### src/rtl/timer_ctrl.sv
// Timer control sequencer: turns enable/direction/clock-select/reload fields into
// per-cycle load/count strobes for the 8-bit counter and tracks sticky wrap flags.
module timer_ctrl #(
    parameter int PSC_W = 4
) (
    input  logic       clk_in,
    input  logic       presetn,
    input  logic       tcr_en,
    input  logic       tcr_ud,
    input  logic [1:0] tcr_cks,
    input  logic       load_req,
    input  logic       ie_ovf,
    input  logic       ie_udf,
    input  logic       clr_ovf,
    input  logic       clr_udf,
    input  logic [7:0] cnt,
    input  logic [7:0] last_cnt,
    output logic       cnt_load,
    output logic       cnt_en,
    output logic       cnt_ud,
    output logic       ovf_flag,
    output logic       udf_flag,
    output logic       irq
);

    typedef enum logic [1:0] {
        IDLE = 2'b00,
        LOAD = 2'b01,
        RUN  = 2'b10
    } state_e;

    state_e           state_q, state_d;
    logic [PSC_W-1:0] psc_q, psc_d;
    logic [PSC_W-1:0] psc_max;
    logic             counted_q, ud_q;
    logic             ovf_q, udf_q;
    logic             ovf_evt, udf_evt;

    // Compare value is N-1 for N = 2^(tcr_cks+1).
    always_comb begin
        case (tcr_cks)
            2'b00:   psc_max = PSC_W'(1);
            2'b01:   psc_max = PSC_W'(3);
            2'b10:   psc_max = PSC_W'(7);
            default: psc_max = PSC_W'(15);
        endcase
    end

    // NOTE: every signal driven here gets a default first so no path leaves one unassigned (no latch).
    always_comb begin
        state_d  = state_q;
        psc_d    = '0;
        cnt_load = 1'b0;
        cnt_en   = 1'b0;
        case (state_q)
            IDLE: begin
                if (load_req)    state_d = LOAD;
                else if (tcr_en) state_d = RUN;
            end
            LOAD: begin
                cnt_load = 1'b1;
                state_d  = tcr_en ? RUN : IDLE;
            end
            RUN: begin
                // A reload request suppresses a tick that lands in the same cycle.
                if (load_req) begin
                    state_d = LOAD;
                end else begin
                    cnt_en = (psc_q == psc_max);
                    if (!tcr_en) state_d = IDLE;
                    else         psc_d   = cnt_en ? '0 : psc_q + PSC_W'(1);
                end
            end
            default: state_d = IDLE;
        endcase
    end

    assign ovf_evt = counted_q & ~ud_q & (last_cnt == 8'hFF) & (cnt == 8'h00);
    assign udf_evt = counted_q &  ud_q & (last_cnt == 8'h00) & (cnt == 8'hFF);

    // NOTE: state registers use non-blocking assignments and an asynchronous active-low reset.
    always_ff @(posedge clk_in or negedge presetn) begin
        if (!presetn) begin
            state_q   <= IDLE;
            psc_q     <= '0;
            counted_q <= 1'b0;
            ud_q      <= 1'b0;
            ovf_q     <= 1'b0;
            udf_q     <= 1'b0;
        end else begin
            state_q   <= state_d;
            psc_q     <= psc_d;
            counted_q <= cnt_en;
            ud_q      <= cnt_ud;
            // A new event outranks a clear strobe in the same cycle.
            ovf_q     <= ovf_evt | (ovf_q & ~clr_ovf);
            udf_q     <= udf_evt | (udf_q & ~clr_udf);
        end
    end

    assign cnt_ud   = tcr_ud;
    assign ovf_flag = ovf_q;
    assign udf_flag = udf_q;
    assign irq      = (ovf_q & ie_ovf) | (udf_q & ie_udf);

endmodule

### config.mk
export PLATFORM = sky130hd
export DESIGN_NAME = timer_ctrl
export DESIGN_NICKNAME = d
export VERILOG_FILES = /design/src/rtl/timer_ctrl.sv
export SDC_FILE = /design/constraint.sdc
export NUM_CORES = 1
export LEC_CHECK = 0
export BUFFER_PORTS_ARGS = -buffer_cell sky130_fd_sc_hd__buf_2
export CAP_MARGIN = 10
export CORE_MARGIN = 5
export CORE_UTILIZATION = 40
export DETAILED_ROUTE_END_ITERATION = 8
export GPL_ROUTABILITY_DRIVEN = 0
export PLACE_DENSITY = 0.75
export RECOVER_POWER = 100
export SYNTH_ARGS = -nofsm -noshare
export SYNTH_HDL_FRONTEND = slang
export SYNTH_SLANG_ARGS = --single-unit
### constraint.sdc
create_clock -name clk_in -period 1.7 [get_ports clk_in]
set_input_delay 0 -clock clk_in [delete_from_list [all_inputs] [get_ports clk_in]]
set_output_delay 0 -clock clk_in [all_outputs]
set_load 0.05 [all_outputs]
[Word level (Yosys, flattened, before mapping)]
Cells that the tools add are included.
Word-level totals
  bits in registers: 10
  input bits: 27
  output and inout bits: 6
  logic and storage cells: 51
Operators by class
  add/sub/neg operators: 1
  equality and inequality tests: 9
  mux-type cells: 14
  bitwise logic cells: 16
  reduce and logical (&&, ||, !) cells: 5
Operator list (number)
  $eq 8x8->1 const B: 2
  $logic_not 8->1: 2
  $mux 4: 4
  $pmux 4 s3: 1
  $and 1x1->1: 10
  $mux 2: 5
  $ne 3x3->1 const B: 2
  $pmux 2 s3: 1
  $add 4x1->4 const B: 1
  $eq 2x1->1 const B: 2
  $eq 2x2->1 const B: 2
  $eq 4x4->1: 1
  $logic_not 2->1: 2
  $mux 1: 3
  $not 1->1: 3
  $or 1x1->1: 3
  $reduce_and 2->1: 1

[Logic depth before layout (Yosys ltp)]
Gate-level depths: netlist of the first run.
  depth in word-level cells: 7
  mapped depth: 3
  depth with buffers taken out: 3

[Worst setup path after synthesis of the first run]
Ideal clock, no wire load.
  kind: flip-flop to flip-flop
  from: reg psc_q[0]
  to: reg counted_q
  setup time: 0.158 ns
  arrival time: 1.615 ns
  data required time: 1.542 ns
  path slack: -0.073 ns
  stages on the path, launching flop included: 4
  buffers on the path: 0
  clock period less this slack: 1.773 ns
  cells stage by stage: dfrtp_1 or3b_4 a2111oi_4 o211a_1
Between the ends
  longest elaborated chain between the ends: 3
RTL lines
  from (decl): RTL line 33  | logic [PSC_W-1:0] psc_q, psc_d;
  from (signal assigned): RTL line 92  | psc_q <= psc_d;
  $eq 4x4->1: RTL line 69  | cnt_en = (psc_q == psc_max);
  $mux 1: RTL line 66  | if (load_req) begin
  $mux 1: RTL line 55  | case (state_q)
  named net cnt_en: RTL line 19  | output logic cnt_en,
  to (signal assigned): RTL line 93  | counted_q <= cnt_en;
  to (decl): RTL line 35  | logic counted_q, ud_q;
The timed path passes the listed nets, and every way through them passes these cells.
A chain may end at the register's enable or synchronous reset.

[Final worst setup path of the first run]
  from: reg psc_q[1]
  to: out cnt_en
Between the ends
  longest elaborated chain between the ends: 3
RTL lines (RTL line)
  $eq 4x4->1: 69
  $mux 1: 66
  $mux 1: 55
  to (decl): 19
No other way between the ends.

==> metrics.txt, run 1 <==
clock slew at reported path FFs=60 ps; Cell Area, Synth=541 um2; most common cell after layout, fill and taps aside=buf_2; Total Nets Final=124; Final Hold Viols=0; Worst Path Required=1700 ps; Vias=558; Startpoint Class=flip-flop; TritonCTS clock tree=done; core area=0.00128 mm2; antenna fix cells=0; DIE HEIGHT=46.8 um; drt total wl=1280 um; die area=0.00219 mm2; starting density of the core=0.421; CP max FO=2; final hold slack=18.5 ps; violated checks=setup timing; Synth Instances=51; Max-slew headroom=0.602; largest net degree at the start of global routing=11; R2R depth=4; DP Worst Slack=138 ps; WL per Instance=11.8 um; vias in the first global route=540; worst hold path class=primary input to flip-flop; port buffer count=32; # H-tree levels=1; Slew Limit Fails=0; TritonCTS buffer count=3; final worst slack=-61.2 ps; Synth Net Count=79; share of cells above drive strength 1=0.383; clk buf depth=2; CTS Sinks=10; Die X=46.8 um; Final period util=1.04; vias per cell=5.12; max_cap viols=0; # IOs=33; #FFs+latches synth=10; CP Capture Type=output pin; Fmax=0.568 GHz; clock latency on the worst-skew pair=250 ps; DRC=0; data arrival time of the worst path=1760 ps; post-synthesis sequential area ratio=0.463; Root Buffer=clkbuf_4; GR Util All Layers=0.138; Final setup viols=1; Tmin final=1760 ps; GRT Residual Overflow=0; measured slew at the worst slew-check pin=599 ps; Max Clock Skew=2.09 ps; TritonRoute pass-1 iters=4; Hold Crit Depth=2; kind of critical path=flip-flop to output pin; commonest cells after routing, fill and taps aside=buf_2, dfrtp_1, nand3_1, clkbuf_1, dlygate4sd3_1; Cell Rows=13; PD cells=585 mW/mm2; Distinct cells, synth=21; Mean Syn Cell Area=10.6 um2; P&R area growth vs syn=51.2%; global-route wire length before repair=2170 um; VDD IR max=463 uV; buffer count from post-CTS setup fixing=0; initial antenna violation count=0; RSZ-0062 raised after global routing=true; drt first-iter violations=7; LEAKAGE=0.376 nW; Final ANT Viol Nets=0; Ys Warns=0; status=finished with violations
## per-stage QoR
step,power (mW),TNS [ps],util,instances,cell area [um2]
after floorplan,0.279,0,-,51,541
after global routing,0.503,-129,0.636,109,817
after global placement,0.321,0,0.577,101,742
after CTS,0.488,-53.8,0.639,109,821
after detailed placement,0.323,0,0.577,101,742
final,0.478,-61.2,0.636,109,817
## flip-flops by register name, summed over array words and instances, names as in the netlist
name and cells:
ovf_flag 1, counted_q 1, ud_q 1, state_q 2, udf_flag 1, psc_q 4
## timing repair
action / CTS / global route
pin swaps: 1 / 1
gates resized for setup: 2 / 1
hold buffers: 5 / 0
setup endpoints to repair: 1 / 1
hold endpoints to repair: 14 / 0
cloned: 0 / 0
## cells in the mapped netlist
| cell | n | area [um2] |
|---|---|---|
| inv_1 | 2 | 7.51 |
| a22o_1 | 1 | 8.76 |
| nor4b_1 | 3 | 26.3 |
| o22ai_1 | 1 | 6.26 |
| and4b_1 | 2 | 20.0 |
| xnor2_1 | 1 | 8.76 |
| nand2_1 | 4 | 15.0 |
| o211a_1 | 1 | 10.0 |
| nor4_1 | 4 | 25.0 |
| nor3_1 | 1 | 5.00 |
| a2111oi_4 | 1 | 27.5 |
| o32ai_1 | 1 | 8.76 |
| nand3_1 | 6 | 30.0 |
| ha_1 | 1 | 12.5 |
| dfrtp_1 | 10 | 250 |
| nor2_1 | 3 | 11.3 |
| or3b_4 | 1 | 11.3 |
| xor2_1 | 2 | 17.5 |
| buf_4 | 1 | 7.51 |
| nand4_1 | 2 | 12.5 |
| nor2b_1 | 3 | 18.8 |
## worst paths after layout
kind | startpoint | end | slack, ps
max | psc_q[1] | cnt_en | -60
min | load_req | state_q[0] | 20
max reg2reg | psc_q[1] | psc_q[1] | 260
min reg2reg | state_q[0] | state_q[0] | 500
max in group asynchronous | presetn | udf_flag | 1140
min in group asynchronous | presetn | psc_q[3] | 220
## worst max-delay path: stages (launching register included)
cell	delay, ps
dfrtp_1	380
or3b_4	380
a2111oi_4	320
o211a_2	270
buf_8	150
## final cells by class
type / instances / area (um2)
well taps: 15 / 18.8
inverters: 2 / 7.51
flip-flops and latches: 10 / 250
multi-input cells: 38 / 275
fillers: 111 / 468
repair buffers: 41 / 243
clock buffers: 3 / 22.5
## report_power, final
group	total [mW]	internal (mW)	switching, mW
sequential	0.248	0.243	0.00418
clock	0.151	0.0812	0.0701
combinational	0.0789	0.0397	0.0392
## cells by family after synthesis
| logic type | synth area share |
|---|---|
| flip-flops | 0.463 |
| AO/OA/AOI/OAI | 0.113 |
| XOR/XNOR | 0.0486 |
| adder cells (fa/ha/maj) | 0.0231 |
| buffers and inverters | 0.0278 |
| AND/OR/NAND/NOR | 0.324 |
## per-layer routing
layer / GRT usage / share of wire
met2: 0.249 / 0.52
met5: 0 / 0
met4: 0.0497 / 0
met1: 0.153 / 0.41
met3: 0.0383 / 0.065
(Power assumes the default switching activity.)
==> run 2: changes to the inputs <==
ABC_AREA = 1   (was not set)
CORE_UTILIZATION = 42   (was 40)
PLACE_DENSITY = 0.76   (was 0.75)
==> metrics.txt, run 2 <==
status=finished clean (was finished with violations); Die X=48.1 um (was 46.8 um); clock latency on the worst-skew pair=270 ps (was 250 ps); DP Worst Slack=485 ps (was 138 ps); Synth area leaders=dfrtp_1, nand2_1, nor2_1, inv_1, nand3_1 (was dfrtp_1, nand3_1, a2111oi_4, nor4b_1, nor4_1); Final Hold Viols=0 (unchanged); share of cells above drive strength 1=0.226 (was 0.383); largest net degree at the start of global routing=11 (unchanged); CP max FO=5 (was 2); GR Util All Layers=0.144 (was 0.138); PD cells=646 mW/mm2 (was 585 mW/mm2); Largest Register=psc_q (unchanged); clock slew at reported path FFs=70 ps (was 60 ps); cell mode on critical path=nand2_1; Yosys top cell by area=dfrtp_1 (unchanged); initial antenna violation count=0 (unchanged); Fillers=132 (was 111); Total Nets Final=162 (was 124); Sum Neg Setup Slack=0 ps (was -61.2 ps); LEAKAGE=0.462 nW (was 0.376 nW); post-synth top area share=0.412 (was 0.463); TritonRoute pass-1 iters=3 (was 4); Final period util=0.889 (was 1.04); Crit Reg-Reg Endpoint=counted_q (was psc_q[1]); Largest register FFs=4 (unchanged); measured slew at the worst slew-check pin=597 ps (was 599 ps); Post-synth EDFFs=0 (unchanged); DP HPWL=1160 um; starting density of the core=0.456 (was 0.421); # IOs=33 (unchanged); Fmax=0.662 GHz (was 0.568 GHz); clk buf depth=2 (unchanged); Hold Crit Depth=6 (was 2); #FFs+latches synth=10 (unchanged); Distinct cells, synth=16 (was 21); Mean Syn Cell Area=6.61 um2 (was 10.6 um2); P&R area growth vs syn=42.8% (was 51.2%); Synth Instances=92 (was 51); Startpoint Class=flip-flop (unchanged); Slew Limit Fails=0 (unchanged); vias in the first global route=618 (was 540); core area=0.00133 mm2 (was 0.00128 mm2); kind of critical path=flip-flop to output pin (unchanged); Crit-path slowest cell=dfrtp_1 (unchanged); global-route wire length before repair=2280 um (was 2170 um); GRT Residual Overflow=0 (unchanged); # H-tree levels=1 (unchanged); minimum setup slack among reg-to-reg paths=640 ps (was 260 ps); worst hold endpoint=udf_flag (was state_q[0]); max_cap viols=0 (unchanged); Worst path top cell family by delay=simple AND/OR/NAND/NOR gates (was compound AO/OA/AOI/OAI gates); RSZ-0062 raised after global routing=false (was true); Max-slew headroom=0.604 (was 0.602); R2R depth=6 (was 4); Top Registers=psc_q (4), state_q (2) (unchanged); post-synthesis sequential area ratio=0.412 (was 0.463); DRC=0 (unchanged); commonest cells after routing, fill and taps aside=nand2_1, buf_2, nor2_1 (was buf_2, dfrtp_1, nand3_1, clkbuf_1, dlygate4sd3_1); hold_sp=last_cnt[4] (was load_req); drt total wl=1440 um (was 1280 um); Synth Net Count=120 (was 79); WL per Instance=9.74 um (was 11.8 um); Synth async-reset ratio=1.00 (unchanged); most common cell after layout, fill and taps aside=nand2_1 (was buf_2); TritonCTS buffer count=3 (unchanged); placed cells=138 (was 101); CP cell instances=inv_1 -> nand2_1 -> nand2_1 -> nor2_2 -> nand2_1 -> nor2_1 -> clkbuf_4 (was or3b_4 -> a2111oi_4 -> o211a_2 -> buf_8); CP peak stage delay=420 ps (was 380 ps); Bufs and invs on worst path=2 (was 1); Synth top cells by count=nand2_1, nor2_1, inv_1 (was dfrtp_1, nand3_1, nand2_1, nor4_1); Vias=684 (was 558); Worst Path Required=1700 ps (about the same); port buffer count=32 (unchanged); CP Capture Type=output pin (unchanged); Root Buffer=clkbuf_4 (unchanged); cell with the most instances after synthesis=nand2_1 (was dfrtp_1); Ys Warns=0 (unchanged); DIE HEIGHT=48.1 um (was 46.8 um); Layout Cells excl Fill=148 (was 109); data arrival time of the worst path=1510 ps (was 1760 ps); Cell Area, Synth=608 um2 (was 541 um2); VDD IR max=562 uV (was 463 uV); TritonCTS clock tree=done (unchanged); Final ANT Viol Nets=0 (unchanged); Post-synth top flop=dfrtp_1 (unchanged); antenna fix cells=0 (unchanged); Tmin final=1510 ps (was 1760 ps); final worst slack=188 ps (was -61.2 ps); worst hold path class=primary input to flip-flop (unchanged); worst r2r src=psc_q[2] (was psc_q[1]); vias per cell=4.62 (was 5.12); die area=0.00231 mm2 (was 0.00219 mm2); drt first-iter violations=2 (was 7); CTS Sinks=10 (unchanged); Cell Rows=13 (unchanged); Final setup viols=0 (was 1); Max Clock Skew=1.25 ps (was 2.09 ps)
[run 2: final cells by class]
cell class,instances,area (um2),share of cell area
clock buffers,4,36.3,0.0418
repair buffers,38,213,0.245
multi-input cells,69,305,0.352
well taps,15,18.8,0.0216
inverters,12,45.0,0.0519
flip-flops and latches,10,250,0.288
[run 2: where the power goes]
part,internal [mW],switching (mW)
registers,0.243,0.00392
clock network,0.130,0.0897
logic,0.0428,0.0512
total,0.416,0.145
[run 2: cells by family after synthesis]
family | synth area share
buffers and inverters | 0.0864
XOR/XNOR | 0.0144
adder cells (fa/ha/maj) | 0.0206
AO/OA/AOI/OAI | 0.0597
flip-flops | 0.412
AND/OR/NAND/NOR | 0.407
[run 2: metrics by stage]
| step | cell area [um2] | util | total power, mW | hold WS [ps] |
|---|---|---|---|---|
| 2_1_floorplan | 608 | - | 0.292 | -296 |
| 3_5_place_dp | 779 | 0.584 | 0.338 | -132 |
| 6_report | 868 | 0.651 | 0.561 | 72.1 |
| 3_3_place_gp | 779 | 0.584 | 0.335 | -133 |
| 4_1_cts | 876 | 0.657 | 0.568 | 77.4 |
| 5_1_grt | 868 | 0.651 | 0.588 | 94.8 |
[run 2: worst register-to-register path, delay by kind of cell (launching register included)]
| family | cells | cell delay (ps) |
|---|---|---|
| AND/OR/NAND/NOR | 5 | 490 |
| buffers and inverters | 1 | 60 |
| flip-flops | 1 | 420 |
[run 2: per-layer routing]
layer  GRT usage  share of wire  up-vias
met2       0.248           0.46       28
li1            -              -      368
met3      0.0376           0.11        5
met4      0.0968          0.022        0
met1       0.152           0.41      283
met5           0              0        -
[run 2: how the worst max path moves through the flow]
stage	start	to	slack, ps	cells after the start
6_report	psc_q[2]	cnt_en	190	7
5_1_grt	psc_q[1]	cnt_en	20	7
4_1_cts	psc_q[2]	cnt_en	160	7
3_5_place_dp	psc_q[2]	cnt_en	480	7
3_3_place_gp	psc_q[1]	cnt_en	550	7
2_1_floorplan	psc_q[2]	counted_q	90	6
[run 2: timing repair]
action | in CTS | in global routing
resized for setup | 0 | 1
endpoints found under the hold margin | 16 | 0
hold buffers | 6 | 0
buffers inserted | 0 | 0
setup endpoints to repair | 0 | 1
==> run 3: changes to the inputs <==
CORE_MARGIN = not set   (was 5)
==> metrics.txt, run 3 (synthesis results as in run 2) <==
TritonCTS buffer count=3 (unchanged); Worst Path Required=1700 ps (about the same); Final period util=0.915 (was 0.889); measured slew at the worst slew-check pin=603 ps (was 597 ps); commonest cells after routing, fill and taps aside=nand2_1, buf_2, nor2_1 (unchanged); CTS Sinks=10 (unchanged); share of cells above drive strength 1=0.241 (was 0.226); buffer count from post-CTS setup fixing=0 (unchanged); CP cell instances=nand2_1 -> nand2_1 -> nor2_2 -> nand2_1 -> nor2_1 -> clkbuf_2 (was inv_1 -> nand2_1 -> nand2_1 -> nor2_2 -> nand2_1 -> nor2_1 -> clkbuf_4); initial antenna violation count=0 (unchanged); DIE HEIGHT=40.1 um (was 48.1 um); drt total wl=1500 um (was 1440 um); CP max FO=5 (unchanged); R2R depth=4 (was 6); data arrival time of the worst path=1550 ps (was 1510 ps); global-route wire length before repair=2280 um (unchanged); Largest Register=psc_q (unchanged); VDD IR max=418 uV (was 562 uV); GRT Residual Overflow=0 (unchanged); PostCTS Resize Cnt=0 (unchanged); core area=0.00132 mm2 (was 0.00133 mm2); Crit Reg-Reg Endpoint=psc_q[2] (was counted_q); clock latency on the worst-skew pair=270 ps (about the same); GR Util All Layers=0.220 (was 0.144); WL per Instance=10.1 um (was 9.74 um); TritonCTS clock tree=done (unchanged); Tmin final=1550 ps (was 1510 ps); Max Clock Skew=2.98 ps (was 1.25 ps); starting density of the core=0.462 (was 0.456); Hold Crit Depth=6 (unchanged); Startpoint Class=flip-flop (unchanged); sequential power share=0.439 (was 0.440); clk buf depth=2 (unchanged); Vias=693 (was 684); Sw Share=0.260 (was 0.258); Total Nets Final=162 (unchanged); clock share of power=0.390 (was 0.392); Slew Limit Fails=0 (unchanged); worst hold path class=primary input to flip-flop (unchanged); Layout Cells excl Fill=148 (unchanged); CTS Hold Bufs=6 (unchanged); worst hold endpoint=ovf_flag (was udf_flag); die area=0.00160 mm2 (was 0.00231 mm2); # H-tree levels=1 (unchanged); DRC=0 (unchanged); placed cells=138 (unchanged); uppermost routed layer=met4 (unchanged); Max-slew headroom=0.599 (was 0.604); Final setup viols=0 (unchanged); Power Internal=417 uW (was 416 uW); status=finished clean (unchanged); Top Registers=psc_q (4), state_q (2) (unchanged); minimum setup slack among reg-to-reg paths=550 ps (was 640 ps); cell mode on critical path=nand2_1 (unchanged); port buffer count=32 (unchanged); LEAKAGE=0.465 nW (was 0.462 nW); antenna fix cells=0 (unchanged); vias in the first global route=630 (was 618); M1 wire length=586 um (was 584 um); WL met2=794 um (was 666 um); Largest register FFs=4 (unchanged); drt first-iter violations=3 (was 2); Fmax=0.643 GHz (was 0.662 GHz); Cell Rows=13 (unchanged); Final Core Density=0.659 (was 0.651); PD cells=649 mW/mm2 (was 646 mW/mm2); RSZ-0062 raised after global routing=false (unchanged); kind of critical path=flip-flop to output pin (unchanged); CP Capture Type=output pin (unchanged); Gate power share=0.171 (was 0.168); Crit-path slowest cell=dfrtp_1 (unchanged); Root Buffer=clkbuf_4 (unchanged); P&R area growth vs syn=42.8% (unchanged); max_cap viols=0 (unchanged); hold_sp=cnt[1] (was last_cnt[4]); Final ANT Viol Nets=0 (unchanged); TritonRoute pass-1 iters=4 (was 3); vias per cell=4.68 (was 4.62); met3 WL post-DR=100 um (was 159 um); most common cell after layout, fill and taps aside=nand2_1 (unchanged); Die X=40.1 um (was 48.1 um); DP HPWL=1090 um (was 1160 um); Sum Neg Setup Slack=0 ps (unchanged); clock slew at reported path FFs=70 ps (about the same); worst r2r src=psc_q[0] (was psc_q[2]); Final Hold Viols=0 (unchanged); # IOs=33 (unchanged); switching power of the nets=146 uW (was 145 uW); CP peak stage delay=430 ps (was 420 ps); largest net degree at the start of global routing=11 (unchanged)
==> run 3: cell count changes in the layout (fill, tap and decap cells not counted), sizes merged <==
cell,delta
buf,+2
inv,-1
clkinv,+1
clkbuf,-2
==> run 3: cell type report <==
class                   count  area (um2)
repair buffers             38         213
flip-flops and latches     10         250
well taps                  15        18.8
clock buffers               4        36.3
inverters                  12        45.0
multi-input cells          69         305
fillers                   119         449
==> run 3: worst max path at each step <==
stage	startpoint	slack, ps	to
floorplan	psc_q[2]	90	counted_q
finish	psc_q[2]	150	cnt_en
global placement	psc_q[1]	550	cnt_en
global route	psc_q[1]	50	cnt_en
detailed placement	psc_q[2]	470	cnt_en
CTS	psc_q[2]	170	cnt_en
==> run 3: through the flow <==
step / setup WS (ps) / hold WS [ps] / cell area [um2] / total power [mW]
6_report: 145 / 69.8 / 868 / 0.563
5_1_grt: 50.9 / 92.2 / 868 / 0.590
4_1_cts: 172 / 74.3 / 876 / 0.565
3_5_place_dp: 474 / -133 / 779 / 0.338
3_3_place_gp: 550 / -135 / 779 / 0.335
2_1_floorplan: 88.5 / -296 / 608 / 0.292
==> run 3: critical path: cells and delay by family (launching register included) <==
kind | cells | cell delay [ps]
buffers and inverters | 1 | 300
DFF | 1 | 430
and+or+nand+nor | 5 | 540
==> run 3: power groups by stage <==
stage / Combinational (mW) / Sequential [mW] / Clock, mW
6_report: 0.0960 / 0.247 / 0.220
3_5_place_dp: 0.0857 / 0.252 / 0
2_1_floorplan: 0.0411 / 0.251 / 0
3_3_place_gp: 0.0828 / 0.252 / 0
5_1_grt: 0.108 / 0.248 / 0.234
4_1_cts: 0.0964 / 0.247 / 0.221
==> run 3: metal layers <==
layer,GRT usage,up-vias
met2,0.452,28
met1,0.199,296
met4,0.0776,0
li1,-,367
met3,0.0556,2
met5,0,-
